<file path="src/rtl/mem_bus_defs.sv">
// Shared encodings for the two-master memory bus arbiter.
package mem_bus_defs;

  // Chip-select space seen by the decoder
  localparam logic [1:0] CS_UNUSED = 2'd0;
  localparam logic [1:0] CS_RAM    = 2'd1;
  localparam logic [1:0] CS_ROM    = 2'd2;
  localparam logic [1:0] CS_PERIF  = 2'd3;

  // Arbiter FSM states
  localparam logic [1:0] ST_IDLE   = 2'd0;
  localparam logic [1:0] ST_ACCESS = 2'd1;
  localparam logic [1:0] ST_DONE   = 2'd2;

  // Accesses that must never reach the bus: unused region and ROM writes
  function automatic logic is_illegal(input logic [1:0] cs, input logic we);
    logic bad;
    case (cs)
      CS_UNUSED: bad = 1'b1;
      CS_RAM:    bad = 1'b0;
      CS_ROM:    bad = we;
      CS_PERIF:  bad = 1'b0;
      default:   bad = 1'b1;
    endcase
    return bad;
  endfunction

endpackage

</file>
<file path="src/rtl/rr_arb2.sv">
// Two-way round-robin pick; remembers the most recently granted master.
module rr_arb2 (
  input  logic       clock,
  input  logic       reset,
  input  logic [1:0] i_req,
  input  logic       i_update,
  output logic [1:0] o_grant_c
);

  logic r_last;  // index of the master granted most recently

  // One-hot pick; on a tie the master that did not win last time goes first
  always_comb begin
    o_grant_c = 2'b00;
    case (i_req)
      2'b01:   o_grant_c = 2'b01;
      2'b10:   o_grant_c = 2'b10;
      2'b11:   o_grant_c = r_last ? 2'b01 : 2'b10;
      default: o_grant_c = 2'b00;
    endcase
  end

  // Record the winner whenever a grant is actually taken
  always_ff @(posedge clock or negedge reset) begin
    if (!reset) begin
      r_last <= 1'b1;
    end else if (i_update && (|o_grant_c)) begin
      r_last <= o_grant_c[1];
    end
  end

endmodule

</file>
<file path="src/rtl/mem_bus_arbiter.sv">
// Shares one memory bus between the CPU (m0) and a DMA master (m1).
// IDLE -> ACCESS (WAIT_CYCLES) -> DONE; all bus outputs come from flops.
module mem_bus_arbiter
  import mem_bus_defs::*;
#(
  parameter int unsigned WAIT_CYCLES = 1,
  parameter int unsigned ADDR_W      = 32,
  parameter int unsigned DATA_W      = 64
) (
  input  logic              clock,
  input  logic              reset,
  input  logic              m0_req,
  input  logic              m0_we,
  input  logic [1:0]        m0_cs,
  input  logic [ADDR_W-1:0] m0_addr,
  input  logic [1:0]        m0_size,
  input  logic [DATA_W-1:0] m0_wdata,
  output logic              m0_done,
  input  logic              m1_req,
  input  logic              m1_we,
  input  logic [1:0]        m1_cs,
  input  logic [ADDR_W-1:0] m1_addr,
  input  logic [1:0]        m1_size,
  input  logic [DATA_W-1:0] m1_wdata,
  output logic              m1_done,
  output logic [DATA_W-1:0] rdata,
  output logic              err,
  output logic [1:0]        bus_cs,
  output logic [ADDR_W-1:0] bus_addr,
  output logic              bus_we,
  output logic              bus_re,
  output logic [1:0]        bus_size,
  output logic [DATA_W-1:0] bus_wdata,
  input  logic [DATA_W-1:0] bus_rdata,
  output logic [1:0]        grant
);

  localparam int unsigned      CNT_W    = $clog2(WAIT_CYCLES + 1);
  localparam logic [CNT_W-1:0] CNT_LOAD = CNT_W'(WAIT_CYCLES);
  localparam logic [CNT_W-1:0] CNT_ONE  = CNT_W'(1);

  // State, counter and latched request fields
  logic [1:0]        r_state,   w_state_nxt;
  logic [CNT_W-1:0]  r_cnt,     w_cnt_nxt;
  logic              r_we,      w_we_nxt;
  logic              r_illegal, w_illegal_nxt;

  // Registered outputs
  logic              r_m0_done,   w_m0_done_nxt;
  logic              r_m1_done,   w_m1_done_nxt;
  logic [DATA_W-1:0] r_rdata,     w_rdata_nxt;
  logic              r_err,       w_err_nxt;
  logic [1:0]        r_bus_cs,    w_bus_cs_nxt;
  logic [ADDR_W-1:0] r_bus_addr,  w_bus_addr_nxt;
  logic              r_bus_we,    w_bus_we_nxt;
  logic              r_bus_re,    w_bus_re_nxt;
  logic [1:0]        r_bus_size,  w_bus_size_nxt;
  logic [DATA_W-1:0] r_bus_wdata, w_bus_wdata_nxt;
  logic [1:0]        r_grant,     w_grant_nxt;

  // Arbitration and winner field mux
  logic [1:0]        w_req;
  logic [1:0]        w_arb_grant;
  logic              w_arb_update;
  logic              w_win_we;
  logic [1:0]        w_win_cs;
  logic [ADDR_W-1:0] w_win_addr;
  logic [1:0]        w_win_size;
  logic [DATA_W-1:0] w_win_wdata;
  logic              w_win_illegal;

  assign w_req        = {m1_req, m0_req};
  assign w_arb_update = (r_state == ST_IDLE);

  rr_arb2 u_rr_arb2 (
    .clock     (clock),
    .reset     (reset),
    .i_req     (w_req),
    .i_update  (w_arb_update),
    .o_grant_c (w_arb_grant)
  );

  assign w_win_we      = w_arb_grant[1] ? m1_we    : m0_we;
  assign w_win_cs      = w_arb_grant[1] ? m1_cs    : m0_cs;
  assign w_win_addr    = w_arb_grant[1] ? m1_addr  : m0_addr;
  assign w_win_size    = w_arb_grant[1] ? m1_size  : m0_size;
  assign w_win_wdata   = w_arb_grant[1] ? m1_wdata : m0_wdata;
  assign w_win_illegal = is_illegal(w_win_cs, w_win_we);

  // Next-state and next-output logic; bus is quiet unless a transfer is in ACCESS
  always_comb begin
    w_state_nxt     = r_state;
    w_cnt_nxt       = r_cnt;
    w_we_nxt        = r_we;
    w_illegal_nxt   = r_illegal;
    w_m0_done_nxt   = 1'b0;
    w_m1_done_nxt   = 1'b0;
    w_rdata_nxt     = r_rdata;
    w_err_nxt       = 1'b0;
    w_bus_cs_nxt    = 2'b00;
    w_bus_addr_nxt  = '0;
    w_bus_we_nxt    = 1'b0;
    w_bus_re_nxt    = 1'b0;
    w_bus_size_nxt  = 2'b00;
    w_bus_wdata_nxt = '0;
    w_grant_nxt     = 2'b00;

    case (r_state)
      ST_IDLE: begin
        if (|w_req) begin
          w_state_nxt     = ST_ACCESS;
          w_cnt_nxt       = CNT_LOAD;
          w_we_nxt        = w_win_we;
          w_illegal_nxt   = w_win_illegal;
          w_grant_nxt     = w_arb_grant;
          w_bus_cs_nxt    = w_win_illegal ? CS_UNUSED : w_win_cs;
          w_bus_we_nxt    = !w_win_illegal && w_win_we;
          w_bus_re_nxt    = !w_win_illegal && !w_win_we;
          w_bus_addr_nxt  = w_win_addr;
          w_bus_size_nxt  = w_win_size;
          w_bus_wdata_nxt = w_win_wdata;
        end
      end

      ST_ACCESS: begin
        w_cnt_nxt = r_cnt - CNT_ONE;
        if (r_cnt == CNT_ONE) begin
          // Last access cycle: report completion, capture read data
          w_state_nxt   = ST_DONE;
          w_m0_done_nxt = r_grant[0];
          w_m1_done_nxt = r_grant[1];
          w_err_nxt     = r_illegal;
          if (r_illegal) begin
            w_rdata_nxt = '0;
          end else if (!r_we) begin
            w_rdata_nxt = bus_rdata;
          end
        end else begin
          w_grant_nxt     = r_grant;
          w_bus_cs_nxt    = r_bus_cs;
          w_bus_we_nxt    = r_bus_we;
          w_bus_re_nxt    = r_bus_re;
          w_bus_addr_nxt  = r_bus_addr;
          w_bus_size_nxt  = r_bus_size;
          w_bus_wdata_nxt = r_bus_wdata;
        end
      end

      ST_DONE: begin
        w_state_nxt = ST_IDLE;
      end

      default: begin
        w_state_nxt = ST_IDLE;
      end
    endcase
  end

  // State, latches and output flops; reset abandons any transfer at once
  always_ff @(posedge clock or negedge reset) begin
    if (!reset) begin
      r_state     <= ST_IDLE;
      r_cnt       <= '0;
      r_we        <= 1'b0;
      r_illegal   <= 1'b0;
      r_m0_done   <= 1'b0;
      r_m1_done   <= 1'b0;
      r_rdata     <= '0;
      r_err       <= 1'b0;
      r_bus_cs    <= 2'b00;
      r_bus_addr  <= '0;
      r_bus_we    <= 1'b0;
      r_bus_re    <= 1'b0;
      r_bus_size  <= 2'b00;
      r_bus_wdata <= '0;
      r_grant     <= 2'b00;
    end else begin
      r_state     <= w_state_nxt;
      r_cnt       <= w_cnt_nxt;
      r_we        <= w_we_nxt;
      r_illegal   <= w_illegal_nxt;
      r_m0_done   <= w_m0_done_nxt;
      r_m1_done   <= w_m1_done_nxt;
      r_rdata     <= w_rdata_nxt;
      r_err       <= w_err_nxt;
      r_bus_cs    <= w_bus_cs_nxt;
      r_bus_addr  <= w_bus_addr_nxt;
      r_bus_we    <= w_bus_we_nxt;
      r_bus_re    <= w_bus_re_nxt;
      r_bus_size  <= w_bus_size_nxt;
      r_bus_wdata <= w_bus_wdata_nxt;
      r_grant     <= w_grant_nxt;
    end
  end

  assign m0_done   = r_m0_done;
  assign m1_done   = r_m1_done;
  assign rdata     = r_rdata;
  assign err       = r_err;
  assign bus_cs    = r_bus_cs;
  assign bus_addr  = r_bus_addr;
  assign bus_we    = r_bus_we;
  assign bus_re    = r_bus_re;
  assign bus_size  = r_bus_size;
  assign bus_wdata = r_bus_wdata;
  assign grant     = r_grant;

endmodule

</file>
<file path="config.mk">
export PLATFORM = sky130hd
export DESIGN_NAME = mem_bus_arbiter
export DESIGN_NICKNAME = d
export VERILOG_FILES = /design/src/rtl/mem_bus_defs.sv /design/src/rtl/rr_arb2.sv /design/src/rtl/mem_bus_arbiter.sv
export SDC_FILE = /design/constraint.sdc
export NUM_CORES = 1
export LEC_CHECK = 0
export BUFFER_PORTS_ARGS = -buffer_cell sky130_fd_sc_hd__buf_2
export CORE_ASPECT_RATIO = 2
export CORE_UTILIZATION = 25
export CTS_CLUSTER_DIAMETER = 80
export DETAILED_ROUTE_END_ITERATION = 12
export GPL_TIMING_DRIVEN = 0
export PLACE_DENSITY = 0.57
export SLEW_MARGIN = 20
export SYNTH_ARGS = -nofsm -noshare
export SYNTH_HDL_FRONTEND = slang
export SYNTH_HIERARCHICAL = 1
export SYNTH_SLANG_ARGS = --single-unit
</file>
<file path="constraint.sdc">
create_clock -name clock -period 2.7 [get_ports clock]
set_input_delay 0.54 -clock clock [delete_from_list [all_inputs] [get_ports clock]]
set_output_delay 0.54 -clock clock [all_outputs]
set_load 0.005 [all_outputs]
</file>
# ---- After elaboration in Yosys (flattened, before gate mapping)
# Index checks and enable logic that the tools add are counted.
dict set report totals {
  regBits 177
  latch_bits 0
  ram_bits 0
  mem_bits_ro 0
  wordCells 82
  memories 0
}
dict set report classes {
  addsub 1
  n_mul 0
  div_mod_pow 0
  magnitude_cmp 0
  eq_ne 10
  shifts 0
  n_mux 40
  bitwise_logic 0
  n_reduce_logical 15
}
# cell count
set op_table {}
lappend op_table {{two-way mux 64 bit} 5}
lappend op_table {{one-hot mux 64 bit (2 select lines)} 1}
lappend op_table {{two-way mux 32 bit} 3}
lappend op_table {{one-hot mux 32 bit (2 select lines)} 1}
lappend op_table {{two-way mux 2 bit} 10}
lappend op_table {{one-hot mux 2 bit (2 select lines)} 4}
lappend op_table {{two-way mux 1 bit} 11}
lappend op_table {{== test 2 bit (second input constant)} 4}
lappend op_table {{== test 2 x 1 -> 1 bit (second input constant)} 3}
lappend op_table {{one-hot mux 1 bit (2 select lines)} 3}
lappend op_table {{one-hot mux 2 bit (3 select lines)} 1}
lappend op_table {{AND reduction 2 bit} 3}
lappend op_table {{OR reduction 2 bit} 3}
lappend op_table {{logical NOT 2 bit} 2}
lappend op_table {{inequality test 2 bit (second input constant)} 2}
lappend op_table {{logical AND 1 bit} 3}
lappend op_table {{one-hot mux 1 bit (3 select lines)} 1}
lappend op_table {{AND reduction 3 bit} 1}
lappend op_table {{logical NOT 1 bit} 2}
lappend op_table {{inequality test 2 x 1 -> 1 bit (second input constant)} 1}
lappend op_table {{nonzero test 2 bit} 1}
lappend op_table {{subtractor 1 bit (second input constant)} 1}

# ---- Depth between registers and ports, before layout
# Gate-level depths: netlist (run 1).
dict set report logic_depth {
  ltp_word 10
  mapped_depth 6
  depth_no_buf 4
}

# ---- Hierarchy
# The synthesis (run 1) kept the hierarchy.
# module instances cells_each area_each_um2
set modules_own_cells {}
lappend modules_own_cells {mem_bus_arbiter 1 617 7323.3}
lappend modules_own_cells {rr_arb2 1 6 56.3}

# ---- Worst setup path after synthesis (run 1)
# Ideal clock, no wire load.
dict set report synth_timing {
  path_type {input -> register}
  startpoint {input port m1_req}
  endpoint {register r_bus_addr[0] (netlist: bus_addr[0])}
  arrival_time_ps 1521
  required_time_ps 2567
  setup_slack_ps 1046
  stages 6
  n_path_buf 3
  path_cell_list {a21boi_0 buf_2 buf_2 buf_2 mux2i_1 o21ai_0}
}
dict set report synth_via {
  elab_chain_cells 5
  elab_cells_between_ends 8
}
# item line_no
set synth_rtl {}
lappend synth_rtl {{start, declared} mem_bus_arbiter.sv:19} ;# input logic m1_req,
lappend synth_rtl {{== test 2 bit or == test 2 x 1 -> 1 bit (tied branches)} rr_arb2.sv:15} ;# case (i_req)
lappend synth_rtl {{one-hot mux 2 bit (3 select lines)} rr_arb2.sv:15}
lappend synth_rtl {{two-way mux 32 bit} mem_bus_arbiter.sv:85} ;# assign w_win_addr = w_arb_grant[1] ? m1_addr : m0_addr;
lappend synth_rtl {{two-way mux 32 bit (*)} mem_bus_arbiter.sv:110} ;# if (|w_req) begin
lappend synth_rtl {{one-hot mux 32 bit (2 select lines) (*)} mem_bus_arbiter.sv:108} ;# case (r_state)
lappend synth_rtl {{end signal, assigned} mem_bus_arbiter.sv:187} ;# r_bus_addr <= w_bus_addr_nxt;
lappend synth_rtl {{end, declared} mem_bus_arbiter.sv:54} ;# logic [ADDR_W-1:0] r_bus_addr, w_bus_addr_nxt;
# Every way passes the cells marked *; elsewhere a longest branch is shown, timed or not.
# A chain may end at the register's enable or synchronous reset.

# ---- Worst setup path in the final report (run 1)
dict set report layout_timing {
  startpoint {register u_rr_arb2.r_last}
  endpoint {register r_bus_addr[13] (netlist: bus_addr[13])}
}
dict set report layout_via {
  elab_chain_cells 5
}
# item line_no
set layout_rtl {}
lappend layout_rtl {{start, declared} rr_arb2.sv:10} ;# logic r_last;
lappend layout_rtl {{start signal, assigned} rr_arb2.sv:28} ;# r_last <= o_grant_c[1];
lappend layout_rtl {{two-way mux 2 bit} rr_arb2.sv:18} ;# 2'b11: o_grant_c = r_last ? 2'b01 : 2'b10;
lappend layout_rtl {{one-hot mux 2 bit (3 select lines)} rr_arb2.sv:15}
lappend layout_rtl {{via w_arb_grant[1]} mem_bus_arbiter.sv:63} ;# logic [1:0] w_arb_grant;
lappend layout_rtl {{two-way mux 32 bit} mem_bus_arbiter.sv:85}
lappend layout_rtl {{two-way mux 32 bit} mem_bus_arbiter.sv:110}
lappend layout_rtl {{one-hot mux 32 bit (2 select lines)} mem_bus_arbiter.sv:108}
# The timed path passes the listed nets, and every way through them passes these cells.

==> summary.txt, run 1 <==
Post-Syn Area -> 7380 um2
Fill cell count -> 2999
Clock root cell -> clkbuf_16
Post-placement worst setup slack -> 157 ps
Chip height -> 245 um
Routability congestion estimate -> 0.820
DR iter-0 viols -> 171
Routed WL -> 25.5 mm
Max Cap Viol -> 0
Syn Inst Count -> 623
Wirelength per Cell -> 17.5 um
Largest cells by area after synthesis -> dfrtp_1 60%, mux2i_1 13%, a22o_1 7.8%
Antenna Nets Post-Route -> 0
Cell Count, Final, Fillers Out -> 1460
TritonRoute pass-1 iters -> 4
Port bufs -> 440
CP Capture Type -> register
Distinct cell type count after synthesis -> 29
Syn_nets -> 893
Footprint of the multi-input gates -> 2670 um2
Placed insts -> 1425
CP max stage delay -> 430 ps
Fin area -> 10700 um2
Outcome -> complete, no violations
Postcts setup bufs -> 0
Final worst slack -> 570 ps
Cell with the most instances after synthesis -> dfrtp_1
Clock Sinks -> 177
Yosys top cell area share -> 59.7%
Largest net degree at the start of global routing -> 83
Layout cells sized above 1 -> 46.8%
Die X -> 123 um
R2R cell count -> 6
Skew final -> 8.95 ps
Setup CP Type -> register to register
Cell depth of the worst hold path -> 2
CTS max path bufs -> 2
Initial core utilization -> 25.5%
Power Density -> 974 nW/um2
Full die area -> 30300 um2
Area Overhead vs Synth -> 45.4%
Post-CTS sizing -> 0
DRC -> 0
Startpoint class of the critical path -> register
Reg2reg setup slack -> 570 ps
Clock buffer count from CTS -> 17
F_max -> 469 MHz
Final hold violations -> 0
Hold WC Path Type -> input port to register
Minimum clock period -> 2130 ps
Hold endpoint -> u_rr_arb2/r_last$_DFFE_PN1P_
EDFF count, synth -> 0
Fin Setup TNS -> 0 ps
Hold Buf Count CTS -> 1
CP max stage cell -> buf_2
Data arrival time of the worst path -> 2440 ps
RSZ-0062 raised after global routing -> no
Vias in the first global route -> 6538
Avg Cell Area, Syn -> 11.8 um2
Nets -> 1355
GR Util All Layers -> 16.8%
H-tree levels -> 4
Critical Path RT -> 3010 ps
Grt total ovfl -> 0
Hold path startpoint -> m0_req
Max FO, Critical Path -> 10
Seq. cell area -> 4430 um2
Peak VDD IR -> 0.440 mV
Clock Latency Late Sink -> 440 ps
Synth Warn # -> 6
Crit-path cells -> a21boi_0 > buf_2 > buf_2 > buf_2 > mux2i_1 > o21ai_0
Fin crit share -> 78.9%
Post-synthesis sequential area ratio -> 60.0%
Ports -> 441
Cell mode on critical path -> buf_2
Placed Area -> 10100 um2
R2R Path End -> bus_addr[13]$_DFFE_PN0P_
Leak Pwr -> 5.73 nW
# setup viols final -> 0
Vias per Instance -> 4.47
CTS tree -> built
Global-route wire length before repair -> 36.8 mm
Ys async rst share -> 100%
Detailed-route via count -> 6531
Leading area contributor after synthesis -> dfrtp_1
Synth cell count leaders -> 176 x dfrtp_1, 102 x nand2_1, 100 x o21ai_0, 99 x mux2i_1, 66 x a22o_1
Most common flop cell mapped by yosys -> dfrtp_1
Initial antenna violation count -> 2
R2r startpoint -> u_rr_arb2/r_last$_DFFE_PN1P_
Worst-Margin Slew -> 661 ps
#FFs+latches synth -> 177
Row count -> 88
Max-slew violation count -> 0
Reg clk slew, reported paths -> 70 ps
Core area -> 29000 um2
Worst relative slew slack -> 56.0%
DP Wirelength -> 20.2 mm
[registers in the layout (all words and copies together) (netlist names)]
| register | cells |
|---|---|
| err | 1 |
| rdata | 64 |
| r_state | 2 |
| bus_size | 2 |
| u_rr_arb2/r_last | 1 |
| m0_done | 1 |
| bus_cs | 2 |
| r_we | 1 |
| bus_we | 1 |
| r_cnt | 1 |
| bus_addr | 32 |
| r_illegal | 1 |
| m1_done | 1 |
| bus_wdata | 64 |
| grant | 2 |
| bus_re | 1 |
[logic make-up after synthesis]
family | count (synthesis) | share of synthesized area, %
buf+inv | 52 | 3.81
mux | 103 | 14.0
simple gates | 114 | 6.36
flops | 177 | 60.0
compound gates | 177 | 15.8
[power breakdown]
| group | internal (mW) | switching, mW | leakage [nW] | total [mW] |
|---|---|---|---|---|
| Combinational | 1.68 | 1.97 | 3.11 | 3.64 |
| Sequential | 3.64 | 0.524 | 2.32 | 4.16 |
| Clock | 1.51 | 1.14 | 0.299 | 2.64 |
[worst max-delay path: cells and delay by family, from the launching register on]
family	cells	cell delay, ps
AO/OA/AOI/OAI	2	270
buffers and inverters	3	910
flip-flops	1	380
multiplexers	1	420
[cell usage in the layout, fill, tap and decap left out, types with 5 or more instances in the layout]
| cell | instances |
|---|---|
| o21ai_0 | 100 |
| buf_2 | 466 |
| a22o_1 | 66 |
| mux2i_1 | 99 |
| buf_6 | 7 |
| dfrtp_1 | 176 |
| nand2_1 | 102 |
| clkbuf_16 | 17 |
| inv_6 | 5 |
| clkbuf_1 | 16 |
[per-layer routing]
layer	track usage (%)	share of wire, %
met5	0	0
met4	6.45	1.9
met3	3.51	5.4
met2	30.5	54
met1	18.5	38
[per-stage QoR]
step	hold WS [ps]	total power [mW]	util (%)
after floorplan	244	5.93	-
after global placement	459	7.88	34.6
after detailed placement	454	7.96	34.9
after CTS	274	10.7	37.0
after global routing	291	11.2	37.1
final	309	10.4	37.1
[how the worst max path moves through the flow]
| stage | end | cells after the start | slack, ps | start |
|---|---|---|---|---|
| 2_1_floorplan | bus_addr[0]$_DFFE_PN0P_ | 6 | 1050 | m1_req |
| 3_3_place_gp | bus_wdata[43]$_DFFE_PN0P_ | 1 | -1850 | reset |
| 3_5_place_dp | bus_addr[13]$_DFFE_PN0P_ | 7 | 160 | m1_req |
| 4_1_cts | bus_addr[13]$_DFFE_PN0P_ | 6 | 450 | u_rr_arb2/r_last$_DFFE_PN1P_ |
| 5_1_grt | bus_addr[13]$_DFFE_PN0P_ | 6 | 370 | u_rr_arb2/r_last$_DFFE_PN1P_ |
| 6_report | bus_addr[13]$_DFFE_PN0P_ | 6 | 570 | u_rr_arb2/r_last$_DFFE_PN1P_ |
[cell type report]
cell class / count / area share (%)
Antenna cell: 2 / 0.0466
Timing Repair Buffer: 443 / 21.2
Clock inverter: 12 / 1.59
Sequential cell: 177 / 41.3
Inverter: 4 / 0.140
Multi-Input combinational cell: 394 / 24.9
Buffer: 48 / 2.48
Clock buffer: 20 / 4.16
Tap cell: 360 / 4.20
Note: power is estimated with default switching activity, not from simulation.
==> inputs of run 2 (changes only) <==
- PLACE_DENSITY: 0.57 -> 0.59
- clock period: 2.7 -> 1.9 ns (I/O delays scaled with it)
==> summary.txt, run 2 (synthesis gave the netlist of run 1 again) <==
Data arrival time of the worst path -> 2070 ps (-370 ps)
Cell Count, Final, Fillers Out -> 1457 (-0.21%)
Skew final -> 10.3 ps (+1.35 ps)
Global-route wire length before repair -> 36.9 mm (+0.21%)
Reg clk slew, reported paths -> 70 ps (about the same)
RSZ-0062 raised after global routing -> yes
Nets -> 1354 (-0.074%)
CTS tree -> built
Critical Path RT -> 2210 ps (-800 ps)
Leak Pwr -> 5.69 nW (-0.68%)
Core area -> 29000 um2 (unchanged)
Peak VDD IR -> 0.650 mV (+48%)
Clock root cell -> clkbuf_16
Fin area -> 10700 um2 (-0.56%)
Final worst slack -> 144 ps (-426 ps)
Clock buffer count from CTS -> 17 (unchanged)
Routability congestion estimate -> 0.837 (+2.1%)
R2R Path End -> bus_addr[10]$_DFFE_PN0P_
Worst-Margin Slew -> 684 ps (+23.6 ps)
Post-placement worst setup slack -> -342 ps (-499 ps)
DP Wirelength -> 19.9 mm (-1.7%)
Fill cell count -> 2946 (-1.8%)
Max FO, Critical Path -> 10 (unchanged)
Detailed-route via count -> 6581 (+0.77%)
R2R cell count -> 6 (unchanged)
CP Capture Type -> register
Setup CP Type -> register to register
Power Density -> 1350 nW/um2 (+39%)
Max-slew violation count -> 0 (unchanged)
Clock Sinks -> 177 (unchanged)
Row count -> 88 (unchanged)
Wirelength per Cell -> 17.1 um (-2.3%)
Clock Latency Late Sink -> 440 ps (about the same)
Die X -> 123 um (unchanged)
Initial antenna violation count -> 1 (-1)
Outcome -> complete, no violations
Placed Area -> 10100 um2 (-0.27%)
Commonest non-fill, non-tap cell in the layout -> buf_2
Placed insts -> 1424 (-0.070%)
DRC -> 0 (unchanged)
DR iter-0 viols -> 180 (+5.3%)
Final hold slack -> 152 ps (-157 ps)
H-tree levels -> 4 (unchanged)
Final Power -> 14.4 mW (+38%)
Reg2reg setup slack -> 140 ps (-430 ps)
Fin crit share -> 92.4% (+14 points)
Hold path startpoint -> bus_rdata[9]
Worst relative slew slack -> 54.4% (-1.6 points)
Vias in the first global route -> 6818 (+4.3%)
Chip height -> 245 um (unchanged)
Layout cells sized above 1 -> 47.4% (+0.63 points)
Initial core utilization -> 25.5% (unchanged)
Postcts setup bufs -> 0 (unchanged)
Cell depth of the worst hold path -> 2 (unchanged)
Minimum clock period -> 1760 ps (-374 ps)
R2r startpoint -> u_rr_arb2/r_last$_DFFE_PN1P_
CTS max path bufs -> 2 (unchanged)
Ports -> 441 (unchanged)
# setup viols final -> 0 (unchanged)
Startpoint class of the critical path -> register
Hold WC Path Type -> input port to register
Max Cap Viol -> 0 (unchanged)
GR Util All Layers -> 16.5% (-0.21 points)
Antenna Nets Post-Route -> 0 (unchanged)
Final hold violations -> 0 (unchanged)
Commonest cells after routing, fill and taps aside -> 456 x buf_2, 176 x dfrtp_1, 102 x nand2_1, 100 x o21ai_0, 97 x mux2i_1
Port bufs -> 440 (unchanged)
Largest net degree at the start of global routing -> 92 (+11%)
Area Overhead vs Synth -> 44.6%
Routed WL -> 24.9 mm (-2.5%)
F_max -> 569 MHz (+21%)
TritonRoute pass-1 iters -> 4 (unchanged)
Full die area -> 30300 um2 (unchanged)
Grt total ovfl -> 0 (unchanged)
Hold endpoint -> rdata[9]$_DFFE_PN0P_
Vias per Instance -> 4.52 (+0.97%)
==> run 2: changes by cell type in the layout (fill, tap and decap cells not counted), moves of 2 or more <==
cell / change
clkinvlp_4: +3
clkbuf_4: +5
mux2i_2: +2
clkbuf_2: +5
bufinv_16: -3
clkbuf_1: -5
buf_4: +5
mux2i_1: -2
buf_2: -10
==> run 2: how the worst max path moves through the flow <==
stage / start / end / slack [ps] / cells past startpoint
after floorplan: u_rr_arb2/r_last$_DFFE_PN1P_ / r_illegal$_DFFE_PN0P_ / 400 / 5
after global placement: reset / bus_addr[24]$_DFFE_PN0P_ / -2420 / 1
after detailed placement: m1_req / bus_addr[10]$_DFFE_PN0P_ / -340 / 7
after CTS: r_state[1]$_DFFE_PN0P_ / bus_addr[17]$_DFFE_PN0P_ / 40 / 5
after global routing: u_rr_arb2/r_last$_DFFE_PN1P_ / bus_addr[5]$_DFFE_PN0P_ / -10 / 6
final: u_rr_arb2/r_last$_DFFE_PN1P_ / bus_addr[10]$_DFFE_PN0P_ / 140 / 6
==> run 2: report_power, final <==
group	switching, mW	internal [mW]	leakage [nW]
clock network	1.57	1.70	0.251
logic	2.80	2.42	3.11
registers	0.768	5.17	2.32
==> run 2: metrics by stage <==
stage	TNS, ps	utilization, %
after detailed placement	-17150	34.8
final	0	36.8
after global placement	-436860	34.6
after CTS	0	36.7
after global routing	-35.3	36.8
after floorplan	0	-
==> run 2: per-layer routing <==
layer / share of wire (%) / vias up / global-route usage [%]
li1: - / 3143 / -
met1: 37 / 3137 / 17.4
met2: 54 / 262 / 30.3
met3: 5.6 / 39 / 3.79
met4: 3.0 / 0 / 7.76
met5: 0 / - / 0
==> run 2: layout make-up <==
| cell class | instances | area [um2] | share of cell area [%] |
|---|---|---|---|
| sequential | 177 | 4430 | 41.5 |
| multi-input combinational | 394 | 2690 | 25.2 |
| timing repair buffer | 442 | 2250 | 21.1 |
| tap | 360 | 450 | 4.22 |
| clock buffer | 19 | 433 | 4.06 |
| buffer | 48 | 298 | 2.79 |
| clock inverter | 12 | 101 | 0.950 |
| inverter | 4 | 15.0 | 0.141 |
| antenna | 1 | 2.50 | 0.0235 |
==> run 2: worst max-delay path: stages (launching register included) <==
cell and delay, ps:
dfstp_2 380, a21boi_0 140, buf_2 170, buf_4 230, buf_4 270, mux2i_1 320
o21ai_0 110
==> run 2: what timing repair did <==
| item | CTS | global route |
|---|---|---|
| hold buffers | 1 | 0 |
| setup endpoints to repair | 53 | 55 |
| endpoints found under the hold margin | 85 | 0 |
| gates resized for setup | 6 | 19 |
